--- src/rtl/mips_encode.sv ---
// MIPS ALU request encoder with a 4-deep output queue.
// Illegal requests are consumed, counted and flagged but never queued.
module mips_encode (
  input  logic        clock,
  input  logic        reset,
  input  logic        in_valid,
  output logic        in_ready,
  input  logic [2:0]  alu_op,
  input  logic [1:0]  alu_src2,
  input  logic [4:0]  rs,
  input  logic [4:0]  rt,
  input  logic [4:0]  rd,
  input  logic [15:0] imm,
  output logic        out_valid,
  input  logic        out_ready,
  output logic [31:0] out_inst,
  output logic        except,
  output logic [15:0] inst_count,
  output logic [7:0]  err_count
);

  localparam logic [2:0] OP_ADD = 3'd2;
  localparam logic [2:0] OP_SUB = 3'd3;
  localparam logic [2:0] OP_AND = 3'd4;
  localparam logic [2:0] OP_OR  = 3'd5;
  localparam logic [2:0] OP_NOR = 3'd6;
  localparam logic [2:0] OP_XOR = 3'd7;

  logic [31:0] r_mem [4];
  logic [1:0]  r_wptr;
  logic [1:0]  r_rptr;
  logic [2:0]  r_count;
  logic        r_except;
  logic [15:0] r_inst_count;
  logic [7:0]  r_err_count;

  logic        w_legal;
  logic [5:0]  w_funct;
  logic [5:0]  w_opc;
  logic [31:0] w_inst;
  logic        w_acc;
  logic        w_push;
  logic        w_illegal;
  logic        w_pop;

  always_comb begin
    w_legal = 1'b0;
    w_funct = 6'h00;
    w_opc   = 6'h00;
    unique case (alu_op)
      OP_ADD:  w_funct = 6'h20;
      OP_SUB:  w_funct = 6'h22;
      OP_AND:  w_funct = 6'h24;
      OP_OR:   w_funct = 6'h25;
      OP_NOR:  w_funct = 6'h27;
      OP_XOR:  w_funct = 6'h26;
      default: w_funct = 6'h00;
    endcase
    unique case (alu_src2)
      2'd0: w_legal = (alu_op >= OP_ADD);
      2'd1: begin
        w_legal = (alu_op == OP_ADD);
        w_opc   = 6'h08;
      end
      2'd2: begin
        unique case (alu_op)
          OP_AND:  begin w_legal = 1'b1; w_opc = 6'h0c; end
          OP_OR:   begin w_legal = 1'b1; w_opc = 6'h0d; end
          OP_XOR:  begin w_legal = 1'b1; w_opc = 6'h0e; end
          default: w_legal = 1'b0;
        endcase
      end
      default: w_legal = 1'b0;
    endcase
    if (alu_src2 == 2'd0)
      w_inst = {6'h00, rs, rt, rd, 5'b0, w_funct};
    else
      w_inst = {w_opc, rs, rd, imm};
  end

  assign in_ready   = (r_count < 3'd4);
  assign out_valid  = (r_count != 3'd0);
  assign out_inst   = r_mem[r_rptr];
  assign except     = r_except;
  assign inst_count = r_inst_count;
  assign err_count  = r_err_count;

  assign w_acc     = in_valid && in_ready;
  assign w_push    = w_acc && w_legal;
  assign w_illegal = w_acc && !w_legal;
  assign w_pop     = out_valid && out_ready;

  always_ff @(posedge clock) begin
    if (reset) begin
      r_wptr       <= 2'd0;
      r_rptr       <= 2'd0;
      r_count      <= 3'd0;
      r_except     <= 1'b0;
      r_inst_count <= 16'd0;
      r_err_count  <= 8'd0;
    end else begin
      if (w_push)
        r_wptr <= r_wptr + 2'd1;
      if (w_pop) begin
        r_rptr       <= r_rptr + 2'd1;
        r_inst_count <= r_inst_count + 16'd1;
      end
      r_count  <= r_count + {2'b0, w_push} - {2'b0, w_pop};
      r_except <= w_illegal;
      if (w_illegal && (r_err_count != 8'hFF))
        r_err_count <= r_err_count + 8'd1;
    end
  end

  // Storage holds no reset; stale entries are unreachable once count is 0.
  always_ff @(posedge clock) begin
    if (w_push)
      r_mem[r_wptr] <= w_inst;
  end

endmodule

--- config.mk ---
export PLATFORM = sky130hd
export DESIGN_NAME = mips_encode
export DESIGN_NICKNAME = d
export VERILOG_FILES = /design/src/rtl/mips_encode.sv
export SDC_FILE = /design/constraint.sdc
export NUM_CORES = 1
export LEC_CHECK = 0
export BUFFER_PORTS_ARGS = -buffer_cell sky130_fd_sc_hd__buf_2
export CAP_MARGIN = 20
export CORE_MARGIN = 3
export CORE_UTILIZATION = 40
export CTS_BUF_LIST = sky130_fd_sc_hd__clkbuf_4
export CTS_CLUSTER_DIAMETER = 60
export DETAILED_ROUTE_END_ITERATION = 6
export PLACE_DENSITY = 0.6
export SYNTH_ARGS = -nofsm -noshare
export SYNTH_HDL_FRONTEND = slang
export SYNTH_SLANG_ARGS = --single-unit
--- constraint.sdc ---
create_clock -name clock -period 5.1 [get_ports clock]
set_input_delay 0.765 -clock clock [delete_from_list [all_inputs] [get_ports clock]]
set_output_delay 0.765 -clock clock [all_outputs]
set_load 0.02 [all_outputs]
; ---- After elaboration in Yosys (flattened, before gate mapping)
; Memory sizes are Yosys's and may differ from the RTL's. A register that Yosys moved wholly into a read port is not among the register bits.
; Cells that the tools add are included.
[totals]
n_memories = 1
mem_bits_rw = 128
out_inout_bits = 59
reg_bits = 32
[memory_table]
columns = name, depth, word_bits, rd, rd_ports_with_merged_regs, write_ports, line_no
row1 = r_mem, 4, 32, 1, 1, 1, 29  ; logic [31:0] r_mem [4];
[classes]
n_reduce_logical = 9
add_sub_neg = 6
muxes = 10
n_eq_ne = 9
order_cmp = 2
[ops]
columns = op, count
row1 = $pmux W6 S6, 1
row2 = $mux W32, 1
row3 = $add A16 B1 Y16 const B, 1
row4 = $eq A3 B3 Y1 const B, 4
row5 = $pmux W4 S3, 1
row6 = $add A8 B1 Y8 const B, 1
row7 = $ne A8 B8 Y1 const B, 1
row8 = $pmux W4 S2, 1
row9 = $eq A3 B2 Y1 const B, 2
row10 = $logic_and A1 B1 Y1, 5
row11 = $add A2 B1 Y2 const B, 2
row12 = $mux W2, 2
row13 = $add A3 B1 Y3, 1
row14 = $ge A3 B2 Y1 const B, 1
row15 = $lt A3 B3 Y1 const B, 1
row16 = $mux W1, 3
row17 = $pmux W1 S3, 1
row18 = $reduce_bool A3 Y1, 1
row19 = $reduce_or A3 Y1, 1
row20 = $sub A3 B1 Y3, 1
row21 = $eq A2 B1 Y1 const B, 1
row22 = $eq A2 B2 Y1 const B, 1
row23 = $logic_not A2 Y1, 1
row24 = $logic_not A1 Y1, 1

; ---- Longest topological paths before layout
[depth]
word_depth = 7
depth_mapped = 15
mapped_depth_nobuf = 13

; ---- Worst setup path after synthesis
; Ideal clock, no wire load.
[synth_path]
path_type = input port to flip-flop
start = input port alu_src2[0]
end = register r_count[2]
setup_ns = 0.128
slack_ns = 1.807
cell_stages = 15
path_buffers = 2
arrival_time_ns = 3.166
path_cell_list = inv_1 -> ha_1 -> clkbuf_8 -> nor2_1 -> a211oi_1 -> and3_2 -> clkbuf_1 -> inv_1 -> ha_1 -> inv_1 -> ha_1 -> fa_1 -> xnor2_1 -> xnor2_1 -> nor2_1
[synth_via]
elab_chain_len = 5
elab_cells_between_ends = 7
[synth_rtl]
columns = element, line_no
row1 = start: declaration, 9  ; input logic [1:0] alu_src2,
row2 = "$eq A2 B2 Y1, or another cell as far along", 59  ; unique case (alu_src2)
row3 = $pmux W1 S3 *, 59
row4 = $logic_and A1 B1 Y1 *, 89  ; assign w_push = w_acc && w_legal;
row5 = $add A3 B1 Y3 *, 108  ; r_count <= r_count + {2'b0, w_push} - {2'b0, w_pop};
row6 = $sub A3 B1 Y3 *, 108
row7 = end signal: assignment, 108
row8 = end: declaration, 32  ; logic [2:0] r_count;
; Every way passes the cells marked *; elsewhere a longest branch is shown, timed or not.
; A chain may end at the register's enable or synchronous reset.

; ---- Final worst setup path
; Same ends and word-level chain as after synthesis.

==> results.py <==
metrics = {
    "timing": {
        "fin_crit_sh_pct": 62.5,
        "clock_skew_ps": 23.9,
        "finalSetupTns_ps": 0,
        "finalHoldViolations": 0,
        "tightest_slew_ps": 821,
        "fmax_mhz": 314,
        "relSlewSlack_pct": 45.3,
        "rsz0062_at_grt": "false",
        "slew_viol_final": 0,
        "period_needed_ps": 3190,
        "setup_viol": 0,
    },
    "setup_path": {
        "cp_max_fo": 27,
        "r2r_cells": 8,
        "cp-end-kind": "register",
        "cp_data_arrival_time_ps": 3570,
        "start_kind": "input pin",
        "crit_type": "input pin to register",
        "required_ps": 5480,
    },
    "placement": {
        "placed_cells": 682,
        "numPortBuffers": 96,
        "gp_congestion": 0.790,
        "hpwl_mm": 7.22,
    },
    "clock_tree": {
        "cts_tree": "built",
        "clk_latency_ps": 520,
        "cts_buffers": 17,
        "cts_sinks": 154,
        "cts_hold_buf": 0,
        "path_clk_slew_ps": 130,
        "cts-root-buf": "clkbuf_4",
        "ctsResizeCount": 0,
        "cts_buffer_depth": 2,
        "htree_levels": 4,
        "post_cts_buffers": 0,
    },
    "logic_synthesis": {
        "synth_ff_type": "edfxtp_1",
        "seq_area_frac_synth_pct": 68.3,
        "synth_edf_count": 120,
        "yosys_register_bits": 154,
        "yosysWarnings": 0,
        "yosysTopAreaCell": "edfxtp_1",
        "synthArstFlopShare_pct": 0,
        "postSynthCellCount": 389,
        "synth_top_area_share_pct": 57.5,
        "synth_area_sq_um": 6270,
        "synth_cell_type_count": 41,
        "synthTopCellsByArea": "edfxtp_1 (57%), dfxtp_1 (11%), mux4_2 (11%)",
        "postSynthAreaPerCell_sq_um": 16.1,
    },
    "grt": {
        "grt_max_degree": 36,
        "grt_pass1_wl_mm": 17.9,
        "overflow": 0,
        "grt_antenna_before_repair": 2,
        "grt_pass1_vias": 3498,
        "grt_util_all_layers_pct": 13.3,
    },
    "route": {
        "drc_errors": 0,
        "drt-vias-per-instance": 4.96,
        "drt_iter0_markers": 232,
        "wl_per_cell_microns": 15.7,
        "wirelength_mm": 11.2,
        "dr.pass1.iters": 4,
        "antenna_left": 0,
        "vias": 3540,
    },
    "power": {
        "p_per_area_nw_per_um2": 395,
        "leakage_uw": 0.00255,
        "max-vdd-ir-drop_uv": 215,
    },
    "job": {
        "cap_violations": 0,
    },
    "final_layout": {
        "layout_common_cells": "edfxtp_1 (120), buf_2 (96), dfxtp_1 (32), mux4_2 (30), nor2_1 (28)",
        "drive_above_1_share_pct": 35.0,
        "diodes": 0,
        "final_common_cell": "edfxtp_1",
        "fin_nets": 543,
        "post_layout_nonfiller_instances": 714,
        "syn2layout_area_growth_pct": 15.5,
    },
    "floorplanning": {
        "num_rows": 45,
        "ios": 99,
        "core_area_sq_um": 15300,
        "initial_utilization_pct": 41.1,
        "die_w_microns": 131,
        "die_area_sq_um": 17200,
        "die_h_microns": 131,
    },
    "status": {
        "outcome": "completed",
    },
    "worst_hold_path": {
        "hold_class": "input pin to register",
        "hold_depth": 1,
    },
}
## state kept, by name, summed over array words and instances (netlist names), named ones only
name	cells
except	1
inst_count	16
err_count	8
r_rptr	2
r_count	3
r_wptr	2
r_mem	120
## where the power goes
group	leakage, uW	internal, uW	total, uW	switching, uW
logic	0.00103	294	647	353
registers	0.00137	1410	1470	63.7
clock network	0.000154	302	740	438
## cell families (layout without fill, tap and decap cells)
logic type,after synthesis,after routing,synth area share [%]
buffers and inverters,32,145,2.27
adder cells (fa/ha/maj),13,13,2.71
multiplexers,42,42,12.9
AND/OR/NAND/NOR,99,99,8.26
XOR/XNOR,20,20,2.79
flip-flops,154,154,68.3
other,1,2,0.0598
AO/OA/AOI/OAI,28,28,2.65
## through the flow
stage	total power (uW)	utilization, %	cell area [sq um]	setup slack [ps]	hold slack (ps)
2_1_floorplan	1970	-	6270	1810	469
3_3_place_gp	2150	45.6	6950	1450	491
3_5_place_dp	2160	45.6	6950	1330	506
4_1_cts	2900	47.5	7240	1870	408
5_1_grt	3010	47.5	7240	1670	392
6_report	2860	47.5	7240	1910	463
## worst max-delay path, cell delays in order
cell      delay [ps]
buf_2            110
inv_1             70
ha_1             140
buf_4            310
nor2_1            70
a211oi_1         460
and3_2           330
inv_1             70
ha_1             270
inv_1             40
ha_1             180
fa_1             370
xnor2_1          180
xnor2_1          140
nor2_1            50
## routing by layer
| layer | global-route usage [%] | wire [microns] |
|---|---|---|
| met1 | 17.3 | 4960 |
| met2 | 21.2 | 5400 |
| met3 | 4.21 | 681 |
| met4 | 4.61 | 147 |
| met5 | 0 | 27 |
## cell type report
class,instances,area [sq um]
Inverter,15,56.3
Fill cell,1347,8010
Clock inverter,15,163
Tap cell,211,264
Timing Repair Buffer,98,495
Multi-Input combinational cell,204,1850
Sequential cell,154,4290
Clock buffer,17,128
## cell usage after synthesis, types with 2 or more instances
cell type / number
edfxtp_1: 120
dfxtp_1: 34
mux4_2: 30
nor2_1: 28
inv_1: 15
nand2_1: 14
xnor2_1: 13
ha_1: 12
a21oi_1: 11
mux2_2: 11
nor2b_1: 11
clkbuf_1: 10
nand3_1: 8
o21ai_0: 8
xor2_1: 7
nor3_1: 6
or3_1: 6
and2_1: 5
buf_2: 4
nand2b_1: 4
nand4_1: 4
and3_1: 3
and4_1: 3
a211oi_1: 2
buf_4: 2
o31ai_1: 2
or4_1: 2
## worst paths after layout
check                       to         from  slack [ps]
setup / recovery    r_count[2]  alu_src2[0]        1910
hold / removal    r_mem[0][24]        rs[3]         460
setup reg to reg    r_count[2]   r_count[2]        2890
hold reg to reg      r_wptr[1]    r_wptr[1]         530
No activity file was read; power rests on OpenSTA's default activity.
